--- src/rtl/bpm_divider_arbiter.sv ---
// Two-channel round-robin front end sharing one 32-step restoring divider that turns beat intervals into BPM.
// Optional BPM_DIV_ROUND_EN: adds interval/2 to the dividend for round-to-nearest results.
module bpm_divider_arbiter #(
    parameter int CLOCK_FREQ = 50_000_000,
    parameter int BPM_WIDTH  = 16,
    parameter int MIN_BPM    = 40,
    parameter int MAX_BPM    = 200
) (
    input  logic                 clk,
    input  logic                 reset_n,
    input  logic [31:0]          req0_interval,
    input  logic [31:0]          req1_interval,
    input  logic                 req0_valid,
    input  logic                 req1_valid,
    output logic                 req0_ready,
    output logic                 req1_ready,
    output logic [BPM_WIDTH-1:0] bpm0_data,
    output logic [BPM_WIDTH-1:0] bpm1_data,
    output logic                 bpm0_valid,
    output logic                 bpm1_valid,
    output logic                 bpm0_err,
    output logic                 bpm1_err,
    output logic                 busy
);

    localparam logic [63:0] NUM_64       = 64'(CLOCK_FREQ) * 64'd60;
    localparam logic [31:0] NUM          = NUM_64[31:0];
    localparam logic [31:0] MIN_INTERVAL = 32'(NUM_64 / 64'(MAX_BPM));
    localparam logic [31:0] MAX_INTERVAL = 32'(NUM_64 / 64'(MIN_BPM));

    typedef enum logic [1:0] {IDLE, DIV, DONE} state_t;

    state_t      state, state_next;
    logic        last_grant;
    logic        grant;
    logic        accept;
    logic        ch;
    logic        err;
    logic        in_range;
    logic [31:0] acc_interval;
    logic [31:0] dividend;
    logic [31:0] divisor;
    logic [31:0] quot;
    logic [32:0] rem;
    logic [33:0] rem_shift;
    logic        ge;
    logic [5:0]  iter;

    // Arbitration: a tie goes to the channel that did not win last time.
    always_comb begin
        accept = reset_n && (state == IDLE) && (req0_valid || req1_valid);
        if (req0_valid && req1_valid)
            grant = ~last_grant;
        else
            grant = req1_valid;
        acc_interval = grant ? req1_interval : req0_interval;
        in_range     = (acc_interval >= MIN_INTERVAL) && (acc_interval <= MAX_INTERVAL);
`ifdef BPM_DIV_ROUND_EN
        dividend     = NUM + (acc_interval >> 1);
`else
        dividend     = NUM;
`endif
    end

    assign req0_ready = accept && !grant;
    assign req1_ready = accept && grant;

    always_comb begin
        state_next = state;
        case (state)
            IDLE: if (accept) state_next = in_range ? DIV : DONE;
            DIV:  if (iter == 6'd31) state_next = DONE;
            DONE: state_next = IDLE;
            default: state_next = IDLE;
        endcase
    end

    always_ff @(posedge clk) begin
        if (!reset_n) begin
            state      <= IDLE;
            last_grant <= 1'b1;
            ch         <= 1'b0;
            err        <= 1'b0;
        end else begin
            state <= state_next;
            if (accept) begin
                last_grant <= grant;
                ch         <= grant;
                err        <= !in_range;
            end
        end
    end

    // Dividend bits shift out of quot's MSB while quotient bits shift in at its LSB.
    always_comb begin
        rem_shift = {rem, quot[31]};
        ge        = rem_shift >= {2'b00, divisor};
    end

    always_ff @(posedge clk) begin
        if (accept) begin
            divisor <= acc_interval;
            quot    <= dividend;
            rem     <= '0;
            iter    <= '0;
        end else if (state == DIV) begin
            rem  <= ge ? 33'(rem_shift - {2'b00, divisor}) : rem_shift[32:0];
            quot <= {quot[30:0], ge};
            iter <= iter + 6'd1;
        end
    end

    always_comb begin
        bpm0_valid = (state == DONE) && !ch;
        bpm1_valid = (state == DONE) && ch;
        bpm0_err   = bpm0_valid && err;
        bpm1_err   = bpm1_valid && err;
        bpm0_data  = (bpm0_valid && !err) ? quot[BPM_WIDTH-1:0] : '0;
        bpm1_data  = (bpm1_valid && !err) ? quot[BPM_WIDTH-1:0] : '0;
        busy       = (state != IDLE);
    end

endmodule

--- config.mk ---
export PLATFORM = sky130hd
export DESIGN_NAME = bpm_divider_arbiter
export DESIGN_NICKNAME = d
export VERILOG_FILES = /design/src/rtl/bpm_divider_arbiter.sv
export SDC_FILE = /design/constraint.sdc
export NUM_CORES = 1
export LEC_CHECK = 0
export ABC_AREA = 0
export CORE_MARGIN = 2
export CORE_UTILIZATION = 30
export CTS_CLUSTER_DIAMETER = 50
export DETAILED_ROUTE_END_ITERATION = 8
export PLACE_DENSITY = 0.47
export SETUP_SLACK_MARGIN = 0.2
export SYNTH_ARGS = -nofsm -noshare
export SYNTH_HDL_FRONTEND = slang
export SYNTH_SLANG_ARGS = --single-unit
--- constraint.sdc ---
create_clock -name clk -period 3.6 [get_ports clk]
set_input_delay 0.72 -clock clk [delete_from_list [all_inputs] [get_ports clk]]
set_output_delay 0.72 -clock clk [all_outputs]
set_load 0.005 [all_outputs]
==> Yosys cells after proc, flatten, opt, wreduce, memory -nomap -nowiden <==
Cells that the tools add are included.
{ "totals": {"mem_count": 0, "mem_bits_ro": 0, "mem_bits_rw": 0, "register_bits": 108, "out_inout_bits": 39, "inputBits": 68, "latch_bits": 0} }
{ "op_classes": {"n_lt_le_gt_ge": 3, "reduce_logical": 20, "muxes": 9, "mul": 0, "n_eq_ne": 5, "n_bitwise": 1, "shift": 0, "n_div": 0, "add_sub_neg": 2} }
{ "ops": {"columns": ["operator", "count"], "rows": [
  ["$ge 34x32->1", 1],
  ["$mux 33", 1],
  ["$sub 33x32->33", 1],
  ["$ge 32x24->1 const B", 1],
  ["$le 32x27->1 const B", 1],
  ["$mux 16", 2],
  ["$mux 32", 1],
  ["$logic_and 1x1->1", 12],
  ["$add 6x1->6 const B", 1],
  ["$eq 6x5->1 const B", 1],
  ["$mux 2", 3],
  ["$logic_not 1->1", 4],
  ["$ne 2x2->1 const B", 2],
  ["$pmux 2 s2", 1],
  ["$eq 2x1->1 const B", 1],
  ["$eq 2x2->1 const B", 1],
  ["$logic_not 2->1", 1],
  ["$reduce_and 2->1", 1],
  ["$reduce_bool 2->1", 1],
  ["$logic_or 1x1->1", 1],
  ["$mux 1", 1],
  ["$not 1->1", 1]
]} }

==> Longest topological paths before layout <==
Gate-level depths: netlist (run 1).
{ "depth": {"depth_word": 8, "depth_mapped": 13, "mapped_depth_nobuf": 11} }

==> Least setup slack after synthesis (run 1) <==
No wires, ideal clock.
{ "synth_timing": {"path_kind": "in2reg", "start": "input port req1_valid", "end": "register divisor[0] (enable)", "cell_stages": 4, "slack_ns": 0.889, "arrival_ns": 2.302, "path_buffers": 1, "path_cell_list": "nor2_1 or3_1 inv_1 clkbuf_1"} }
{ "synth_between": {"elab_chain_len": 2} }
{ "synth_rtl": {"columns": ["item", "line_no", "text"], "rows": [
  ["start: declaration", "14", "input logic req1_valid,"],
  ["$logic_or 1x1->1", "51", "accept = reset_n && (state == IDLE) && (req0_valid || req1_valid);"],
  ["$logic_and 1x1->1", "51", null],
  ["named net accept", "36", "logic accept;"],
  ["end signal: assignment", "102", "divisor <= acc_interval;"],
  ["end: declaration", "42", "logic [31:0] divisor;"]
]} }
The timed path passes the listed nets, and every way through them passes these cells.
A chain may end at the register's enable or synchronous reset.

==> Final worst setup path (run 1) <==
{ "layout_timing": {"start": "input port req0_valid", "end": "output port req1_ready"} }
{ "layout_between": {"elab_chain_len": 3, "word_cells_on_any_way": 5, "cone_classes": "mux (1); reduce/logical (4)"} }
{ "layout_rtl": {"columns": ["item", "line_no", "text"], "rows": [
  ["start: declaration", "13", "input logic req0_valid,"],
  ["$logic_and 1x1->1 or $logic_or 1x1->1 (tied branches)", "52, 51", null],
  ["$mux 1 or $logic_and 1x1->1 (tied branches)", "52, 51", null],
  ["$logic_and 1x1->1 (*)", "66", "assign req1_ready = accept && grant;"],
  ["end: declaration", "16", "output logic req1_ready,"]
]} }
Mark *: on every way between the ends. The rest lies on a longest branch, timed or not.

==> impl_results.md, run 1 <==
- Sw frac: 0.273
- Clock power frac: 0.363
- Top post-synthesis cells by area: dfxtp_1 22%, edfxtp_1 14%, ha_1 5.9%
- Avg Vias per Cell: 4.98
- Worst-skew pair later-pin latency: 0.36 ns
- Clk_skew: 0.0109 ns
- Status: finished clean
- GRT overflow: 0
- Die width: 156 µm
- Initial DRC count: 350
- Worst EP arrival: 2.50 ns
- Num CTS Buffers: 9
- Total Power: 2.72 mW
- Mean Syn Cell Area: 8.64 µm²
- Most frequent cell after synthesis: nand2_1
- Core Box Area: 0.0227 mm²
- Top_reg_cell synth: dfxtp_1
- Netlist Area Pre-Place: 0.00695 mm²
- # setup viols final: 0
- Clock Sink Count: 108
- Clock slew at the register clock pins of the worst setup and hold paths: 0.08 ns
- Post-synth EDFFs: 32
- Crit path kind: input pin to output pin
- Die Ht: 156 µm
- Synth top cells by count: 83 x nand2_1, 81 x a21oi_1, 76 x dfxtp_1, 51 x nor2_1, 47 x inv_1
- Routing usage on met2: 0.248
- Worst hold path type: flop to flop
- Total routed wirelength: 19000 µm
- Crit-path cells: clkdlybuf4s50_1 > nor2_1 > or3_1 > inv_2 > and2_1 > clkdlybuf4s50_1
- Achievable Freq: 311 MHz
- Routed Antenna Nets: 0
- Layout cells sized above 1: 0.0883
- Hold_buf cts: 0
- Worst-path fanout max: 3
- Sequential share of the synthesized area: 0.357
- Worst Tran Pin Value: 0.777 ns
- Max-cap violations: 0
- Slowest CP cell: clkdlybuf4s50_1
- Top Ports: 107
- Number of setup buffers added after CTS: 0
- DRC violations left: 0
- Fin crit share: 0.894
- Worst setup SP type: input pin
- CP required: 2.88 ns
- CTS tree: built
- CTS H-tree lvls: 3
- Port Buf Inserts: 106
- Drt first pass iters: 4
- Filler Cells Inserted: 2386
- Max Slew Vio Count: 0
- Slowest stage delay, CP: 0.54 ns
- Via count: 5879
- Min Tclk post-route: 3.22 ns
- WL per Instance: 16.1 µm
- Final hold violation count: 0
- RSZ-0062 raised after global routing: no
- Cell mode on critical path: clkdlybuf4s50_1
- Pre-CTS setup slack: 0.295 ns
- Yosys reg bits: 108
- Min Hold Slack: 0.456 ns
- Combinational power share: 0.156
- GRT Util Overall: 0.161
- Placer congestion estimate: 0.824
- Initial Util: 0.306
- Final worst slack: 0.381 ns
- Root Driver: clkbuf_16
- Top Usage Layer GRT: met2
- Syn. warnings: 0
- Synth cell types: 76
- Slew headroom: 0.482
- Synth Net Count: 906
- Share of the synthesized area in the top cell type: 0.219
- Setup TNS: 0 ns
- Area leader, netlist: dfxtp_1
- Die Area: 0.0244 mm²
- Largest net degree at the start of global routing: 62
- Number of antenna violations at the first check in global routing: 0
- N_diodes: 0
- Pint: 1.98 mW
- Post-synthesis async set-or-reset flop share: 0
- Pleak: 3.26 nW
- Synth-to-layout area growth: 23.0%
- Synth Instances: 804
- Post-DP HPWL: 14200 µm
- NetSw: 0.744 mW
- Row cnt: 55
- Final core occ: 0.376
- Nets: 992
- Global-route wire length before repair: 31000 µm
- # resized after CTS: 0
- CP endpoint kind: output pin
- Met3 Use GR: 0.0289
- Vias in the first global route: 5775
- Clk buf depth: 2
- Flop pwr share: 0.481
- Power density cells: 319 mW/mm²
- GRT met1 Usage: 0.231
- Max VDD drop: 0.000221 V
[critical path, delay by kind of cell]
kind	cells	cell delay [ns]
buffers and inverters	3	1.14
AND/OR/NAND/NOR	3	0.64
[placed cells by master, fill, tap and decap left out, types with 29 or more instances in the layout]
master             n
clkdlybuf4s50_1  106
a21oi_1           81
inv_1             46
ha_1              33
dfxtp_1           76
o21ai_0           46
nor2_1            51
mux2_2            29
and2_1            35
edfxtp_1          32
nand2_1           83
[through the flow]
stage | instance area [µm²] | cells
floorplan | 6950 | 804
global placement | 8260 | 1164
detailed placement | 8260 | 1164
CTS | 8540 | 1180
global route | 8540 | 1180
finish | 8540 | 1180
[state kept, by name (all words and copies together), names as in the netlist]
register    count
err             1
quot           32
ch              1
rem            33
iter            6
divisor        32
last_grant      1
state           2
[power by group through the flow]
stage          sequential (mW)  clock, mW  combinational, mW
2_1_floorplan             1.33          0              0.250
5_1_grt                   1.31       1.07              0.471
6_report                  1.31      0.989              0.426
4_1_cts                   1.31       1.02              0.428
3_3_place_gp              1.34          0              0.427
3_5_place_dp              1.34          0              0.425
[path summary, 6_finish.rpt]
kind | startpoint | to | slack, ns | cells past startpoint
worst max-delay path | req0_valid | req1_ready | 0.38 | 6
worst min-delay path | quot[20] | quot[21] | 0.46 | 2
worst max register to register | divisor[0] | rem[14] | 0.51 | 11
worst min register to register | quot[20] | quot[21] | 0.46 | 2
[cell families (layout without fill, tap and decap cells)]
| logic type | after synthesis | in the layout | synth area share |
|---|---|---|---|
| compound gates | 205 | 205 | 0.189 |
| xor+xnor | 29 | 29 | 0.0366 |
| fa+ha+maj | 34 | 34 | 0.0623 |
| buf+inv | 89 | 180 | 0.0582 |
| flops | 108 | 108 | 0.357 |
| mux | 57 | 57 | 0.0874 |
| simple gates | 282 | 282 | 0.209 |
[final cells by class]
class                           count  area (µm²)  area share
Clock buffer                        9         225      0.0264
Clock inverter                      7        60.1     0.00703
Inverter                           47         176      0.0207
Multi-Input combinational cell    607        4090       0.478
Sequential cell                   108        2480       0.291
Tap cell                          285         357      0.0417
Timing Repair Buffer              117        1160       0.135
[per-layer routing]
| layer | vias up | share of wire |
|---|---|---|
| met3 | 10 | 0.034 |
| met2 | 79 | 0.44 |
| met4 | 0 | 0.0099 |
| li1 | 3045 | - |
| met5 | - | 0 |
| met1 | 2745 | 0.52 |
Power figures use the tool's default switching activity.
==> run 2, diff against run 1 <==
==> constraint.sdc (replaced) <==
create_clock -name clk -period 3.6 [get_ports clk]
set_input_delay 0.9 -clock clk [delete_from_list [all_inputs] [get_ports clk]]
set_output_delay 0.9 -clock clk [all_outputs]
set_load 0.005 [all_outputs]
==> run 2 against run 1 <==
Sequential share of layout area decreased by 0.14 points. Worst hold slack lost 0.0037 ns. Final area is 0.47% higher. First-iteration DRC count down 18%.
==> impl_results.md, run 2 (same netlist as run 1, synthesis figures left out) <==
- GRT overflow: 0 (unchanged)
- CTS tree: built
- Power density cells: 319 mW/mm² (about the same)
- Total routed wirelength: 19000 µm (-0.17%)
- Largest regs: rem: 33 flops, divisor: 32 flops, quot: 32 flops
- Clock Sink Count: 108 (unchanged)
- Num CTS Buffers: 9 (unchanged)
- Status: finished clean
- Fin crit share: 0.890 (-0.00402)
- Pre-CTS setup slack: 0.0679 ns (-0.227 ns)
- Area after DPL: 0.00828 mm² (+0.30%)
- Met3 WL post-DR: 407 µm (-38%)
- Synth-to-layout area growth: 23.6%
- Achievable Freq: 312 MHz (+0.45%)
- Routed Antenna Nets: 0 (unchanged)
- WL met1: 9920 µm (+0.29%)
- CTS H-tree lvls: 3 (unchanged)
- Final worst slack: 0.396 ns (+0.0145 ns)
- Worst setup SP type: input pin
- Max reg flops: 33 (unchanged)
- R2R Setup Slk: 0.52 ns (about the same)
- Register area: 0.00248 mm² (unchanged)
- Row cnt: 55 (unchanged)
- Final instance area: 0.00858 mm² (+0.47%)
- Die Ht: 156 µm (unchanged)
- Via count: 5921 (+0.71%)
- # setup viols final: 0 (unchanged)
- Clk buf depth: 2 (unchanged)
- Max Used Layer: met4
- Initial Util: 0.306 (unchanged)
- Worst hold path type: flop to flop
- Die width: 156 µm (unchanged)
- Avg Vias per Cell: 4.99 (+0.20%)
- CP endpoint kind: output pin
- Combinational power share: 0.156 (about the same)
- Crit path kind: input pin to output pin
- Port Buf Inserts: 106 (unchanged)
- RSZ-0062 raised after global routing: no
- Routed wl met2: 8440 µm (+1.7%)
- Worst EP arrival: 2.30 ns (-0.20 ns)
- DRC violations left: 0 (unchanged)
- Finished Layout Cells: 1186 (+0.51%)
- Drt first pass iters: 4 (unchanged)
- Final hold violation count: 0 (unchanged)
- Pint: 1.99 mW (+0.68%)
- Max Slew Vio Count: 0 (unchanged)
- Max-cap violations: 0 (unchanged)
- Largest Register: rem
- Layout cells sized above 1: 0.0954 (+0.00718)
- Setup TNS: 0 ns (unchanged)
- Largest net degree at the start of global routing: 62 (unchanged)
- Most frequent cells in the layout: 104 x clkdlybuf4s50_1, 83 x nand2_1, 81 x a21oi_1
- Core Box Area: 0.0227 mm² (unchanged)
- Total Power: 2.74 mW (+0.48%)
- Post-DP HPWL: 14300 µm (+0.64%)
- Clock power frac: 0.365 (+0.002)
- Worst Tran Pin Value: 0.742 ns (-0.0342 ns)
- Nets: 998 (+0.60%)
- Die Area: 0.0244 mm² (unchanged)
- Pleak: 3.29 nW (+0.88%)
- GRT Util Overall: 0.160 (-0.000584)
- NetSw: 0.743 mW (about the same)
- Filler Cells Inserted: 2360 (-1.1%)
- Max VDD drop: 0.000259 V (+17%)
- Clock slew at the register clock pins of the worst setup and hold paths: 0.08 ns (about the same)
- Dpl cells: 1169 (+0.43%)
- Min Tclk post-route: 3.20 ns (-0.0145 ns)
- Commonest non-fill, non-tap cell in the layout: clkdlybuf4s50_1
- Clk_skew: 0.0128 ns (+0.00200 ns)
- Worst-skew pair later-pin latency: 0.36 ns (about the same)
- Sw frac: 0.271 (-0.00146)
- Vias in the first global route: 5848 (+1.3%)
- Worst-path fanout max: 4 (+1)
- Top Ports: 107 (unchanged)
- Area of the multi-input gates: 0.00409 mm² (+0.12%)
- Slew headroom: 0.505 (+0.0228)
- CP required: 2.70 ns (-0.18 ns)
- N_diodes: 0 (unchanged)
- Flop pwr share: 0.479 (-0.002)
- Placer congestion estimate: 0.826 (+0.29%)
- Root Driver: clkbuf_16
- Global-route wire length before repair: 31000 µm (-0.14%)
- WL per Instance: 16.0 µm (-0.67%)
- Initial DRC count: 288 (-18%)
- Number of antenna violations at the first check in global routing: 0 (unchanged)
[run 2: cell types whose count changed in the layout (fill, tap and decap cells not counted), sizes merged]
cell and change:
buf +6, clkdlybuf4s50 -2, clkinv -2, clkinvlp +2, dlygate4sd2 +2, clkbuf +1
inv -1
[run 2: critical path: stages]
cell and delay, ns:
clkdlybuf4s50_1 0.50, nor2_1 0.06, or3_4 0.39, inv_2 0.06
and2_1 0.15, dlygate4sd2_1 0.24
[run 2: what timing repair did]
| item | in CTS | in global routing |
|---|---|---|
| endpoints found under the setup margin | 2 | 0 |
| hold buffers | 0 | 0 |
| gates resized for setup | 3 | 0 |
| buffers inserted | 1 | 0 |
| hold endpoints to repair | 0 | 0 |
[run 2: layout make-up]
cell class	count	area share
multi-input combinational	607	0.477
clock inverter	6	0.00671
tap	285	0.0415
timing repair buffer	123	0.138
clock buffer	10	0.0271
sequential	108	0.289
inverter	47	0.0206
[run 2: worst paths after layout]
kind | from | end | cells after the start
worst min register to register | quot[20] | quot[21] | 2
worst min-delay path | quot[20] | quot[21] | 2
worst max-delay path | req1_valid | req1_ready | 6
worst max register to register | divisor[0] | rem[14] | 11
[run 2: per-layer routing]
| metal | global-route usage | vias up |
|---|---|---|
| met4 | 0.0459 | 0 |
| met5 | 0 | - |
| li1 | - | 3059 |
| met3 | 0.0197 | 13 |
| met2 | 0.246 | 64 |
| met1 | 0.234 | 2785 |
[run 2: power groups by stage]
stage | Sequential, mW | Combinational (mW) | Clock [mW]
2_1_floorplan | 1.33 | 0.250 | 0
3_3_place_gp | 1.34 | 0.429 | 0
3_5_place_dp | 1.34 | 0.428 | 0
4_1_cts | 1.31 | 0.432 | 1.03
5_1_grt | 1.31 | 0.472 | 1.08
6_report | 1.31 | 0.428 | 0.999
[run 2: metrics by stage]
step	hold slack [ns]	util
2_1_floorplan	0.432	-
3_3_place_gp	0.440	0.365
3_5_place_dp	0.445	0.365
4_1_cts	0.457	0.378
5_1_grt	0.478	0.378
6_report	0.452	0.378
==> run 3, diff against run 2 <==
--- a/config.mk
+++ b/config.mk
@@ -6,8 +6,10 @@
 export NUM_CORES = 1
 export LEC_CHECK = 0
 export ABC_AREA = 0
+export CORE_ASPECT_RATIO = 0.75
 export CORE_MARGIN = 2
 export CORE_UTILIZATION = 30
+export CTS_BUF_LIST = sky130_fd_sc_hd__clkbuf_4
 export CTS_CLUSTER_DIAMETER = 50
 export DETAILED_ROUTE_END_ITERATION = 8
 export PLACE_DENSITY = 0.47
==> run 3 against run 2 <==
Sequential share of layout area up 0.51 points. Worst hold slack worse by 0.011 ns. Clock power down 41%. Wire length down 2.7%. Total power down 15%. Final area down 1.7%. Critical endpoint unchanged. Sequential power about the same. Combinational power about the same. Final cell count up 1.2%. Via count about the same.
==> impl_results.md, run 3 (same netlist as run 1, synthesis figures left out) <==
- Status: finished clean
- Number of setup buffers added after CTS: 0 (-1)
- Routed Antenna Nets: 0 (unchanged)
- Via count: 5919 (-0.034%)
- Max reg flops: 33 (unchanged)
- Final hold violation count: 0 (unchanged)
- WL per Instance: 15.4 µm (-3.9%)
- Clock slew at the register clock pins of the worst setup and hold paths: 0.18 ns (+0.10 ns)
- CP required: 2.70 ns (about the same)
- GRT overflow: 0 (unchanged)
- R2R Setup Slk: 0.48 ns (-0.04 ns)
- Worst EP arrival: 2.29 ns (about the same)
- Core Box Area: 0.0229 mm² (+0.76%)
- Worst hold path type: flop to flop
- Post-DP HPWL: 13800 µm (-3.8%)
- Die Area: 0.0244 mm² (about the same)
- Top Ports: 107 (unchanged)
- CTS tree: built
- DRC violations left: 0 (unchanged)
- Max VDD drop: 0.000152 V (-41%)
- Top Usage Layer GRT: met1
- Crit path kind: input pin to output pin
- Routing usage on met2: 0.203 (-0.0437)
- Clk buf depth: 2 (unchanged)
- # setup viols final: 0 (unchanged)
- Depth of the most critical reg-to-reg path: 11 (unchanged)
- Total routed wirelength: 18500 µm (-2.7%)
- Hold endpoint: quot[19]
- Finished Layout Cells: 1200 (+1.2%)
- CP endpoint kind: output pin
- Largest Register: rem
- RSZ-0062 raised after global routing: no
- Setup TNS: 0 ns (unchanged)
- Worst Tran Pin Value: 1.08 ns (+0.333 ns)
- Clock Sink Count: 108 (unchanged)
- Avg Vias per Cell: 4.93 (-1.2%)
- Max Slew Vio Count: 0 (unchanged)
- Worst-skew pair later-pin latency: 0.50 ns (+0.14 ns)
- Initial DRC count: 351 (+22%)
- Power density cells: 276 mW/mm² (-13%)
- Met3 Use GR: 0.0392 (+0.0195)
- Clk_skew: 0.0248 ns (+0.0120 ns)
- Drt first pass iters: 4 (unchanged)
- Nets: 996 (-0.20%)
- Die width: 180 µm (+15%)
- Worst setup SP type: input pin
- GRT Util Overall: 0.153 (-0.00683)
- Largest net degree at the start of global routing: 62 (unchanged)
- Pleak: 3.22 nW (-1.9%)
- Worst-path fanout max: 5 (+1)
- Die Ht: 136 µm (-13%)
- Number of antenna violations at the first check in global routing: 1 (+1)
- Slew headroom: 0.283 (-0.222)
- Largest regs: rem: 33 flops, divisor: 32 flops, quot: 32 flops
- Placer congestion estimate: 0.818 (-1.0%)
- Fin crit share: 0.886 (-0.00429)
- Root Driver: clkbuf_4
- Hold Crit Start: quot[18]
- Max-cap violations: 0 (unchanged)
- Num CTS Buffers: 9 (unchanged)
- Most frequent cells in the layout: 104 x clkdlybuf4s50_1, 83 x nand2_1, 81 x a21oi_1
- Layout cells sized above 1: 0.0934 (-0.00201)
- End of the worst register-to-register path: rem[24]
- Initial Util: 0.304 (-0.00231)
- Reg-to-reg critical path startpoint: divisor[0]
- CTS H-tree lvls: 3 (unchanged)
- Commonest non-fill, non-tap cell in the layout: clkdlybuf4s50_1
- Row cnt: 48 (-13%)
- Hold depth: 2 (unchanged)
- Port Buf Inserts: 106 (unchanged)
- Global-route wire length before repair: 30200 µm (-2.6%)
- GRT met1 Usage: 0.244 (+0.00944)
- Synth-to-layout area growth: 21.4%
- Final core occ: 0.369 (-0.00930)
- Achievable Freq: 314 MHz (+0.48%)
- Min Tclk post-route: 3.19 ns (-0.0154 ns)
- Vias in the first global route: 5582 (-4.5%)
- Dpl cells: 1183 (+1.2%)
- Filler Cells Inserted: 2361 (+0.042%)
run 3: changes by cell type in the layout (fill, tap and decap cells not counted), sizes merged:
cell,previous run,this run
inv,50,49
buf,17,15
dlygate4sd2,2,1
clkinvlp,2,1
clkinv,1,3
dlymetal6s2s,0,1
diode,0,1
run 3: layer usage:
layer  routed length (µm)  up-vias
li1                     -     3056
met1                10500     2744
met2                 6830      111
met3                  966        8
met4                  148        0
met5                    0        -
run 3: critical path, stage by stage:
cell and delay (ns):
clkdlybuf4s50_1 0.50, nor2_1 0.06, or3_4 0.40, inv_2 0.06, and2_1 0.13, dlygate4sd2_1 0.23
run 3: layout make-up:
type	instances	area [µm²]	area share
Clock buffer	10	75.1	0.00890
Tap cell	300	375	0.0445
Antenna cell	1	2.50	0.000297
Inverter	47	176	0.0209
Sequential cell	108	2480	0.294
Timing Repair Buffer	121	1190	0.141
Clock inverter	6	40.0	0.00475
Multi-Input combinational cell	607	4100	0.486
run 3: worst max-delay path by stage:
stage               start           end  slack [ns]
6_report       req1_valid    req1_ready        0.41
2_1_floorplan  req1_valid    divisor[0]        0.71
4_1_cts        req1_valid    req0_ready        0.20
5_1_grt          state[1]  bpm0_data[5]        0.22
3_3_place_gp   req0_valid           err        0.10
3_5_place_dp   req1_valid    req1_ready        0.09
run 3: repair_timing:
action	4_1_cts	5_1_grt
hold buffers	0	0
resized for setup	2	2
setup endpoints to repair	2	17
gates cloned	0	0
run 3: through the flow:
| step | total power [mW] | worst slack, ns | cell area, µm² | hold slack [ns] |
|---|---|---|---|---|
| 2_1_floorplan | 1.58 | 0.709 | 6950 | 0.432 |
| 3_3_place_gp | 1.77 | 0.101 | 8310 | 0.442 |
| 3_5_place_dp | 1.76 | 0.0917 | 8310 | 0.444 |
| 4_1_cts | 2.36 | 0.201 | 8430 | 0.431 |
| 5_1_grt | 2.45 | 0.215 | 8440 | 0.461 |
| 6_report | 2.33 | 0.411 | 8440 | 0.442 |
run 3: power breakdown:
group / switching [mW] / leakage, nW / internal, mW
Sequential: 0.0175 / 0.915 / 1.29
Clock: 0.436 / 0.0661 / 0.151
Combinational: 0.220 / 2.24 / 0.208
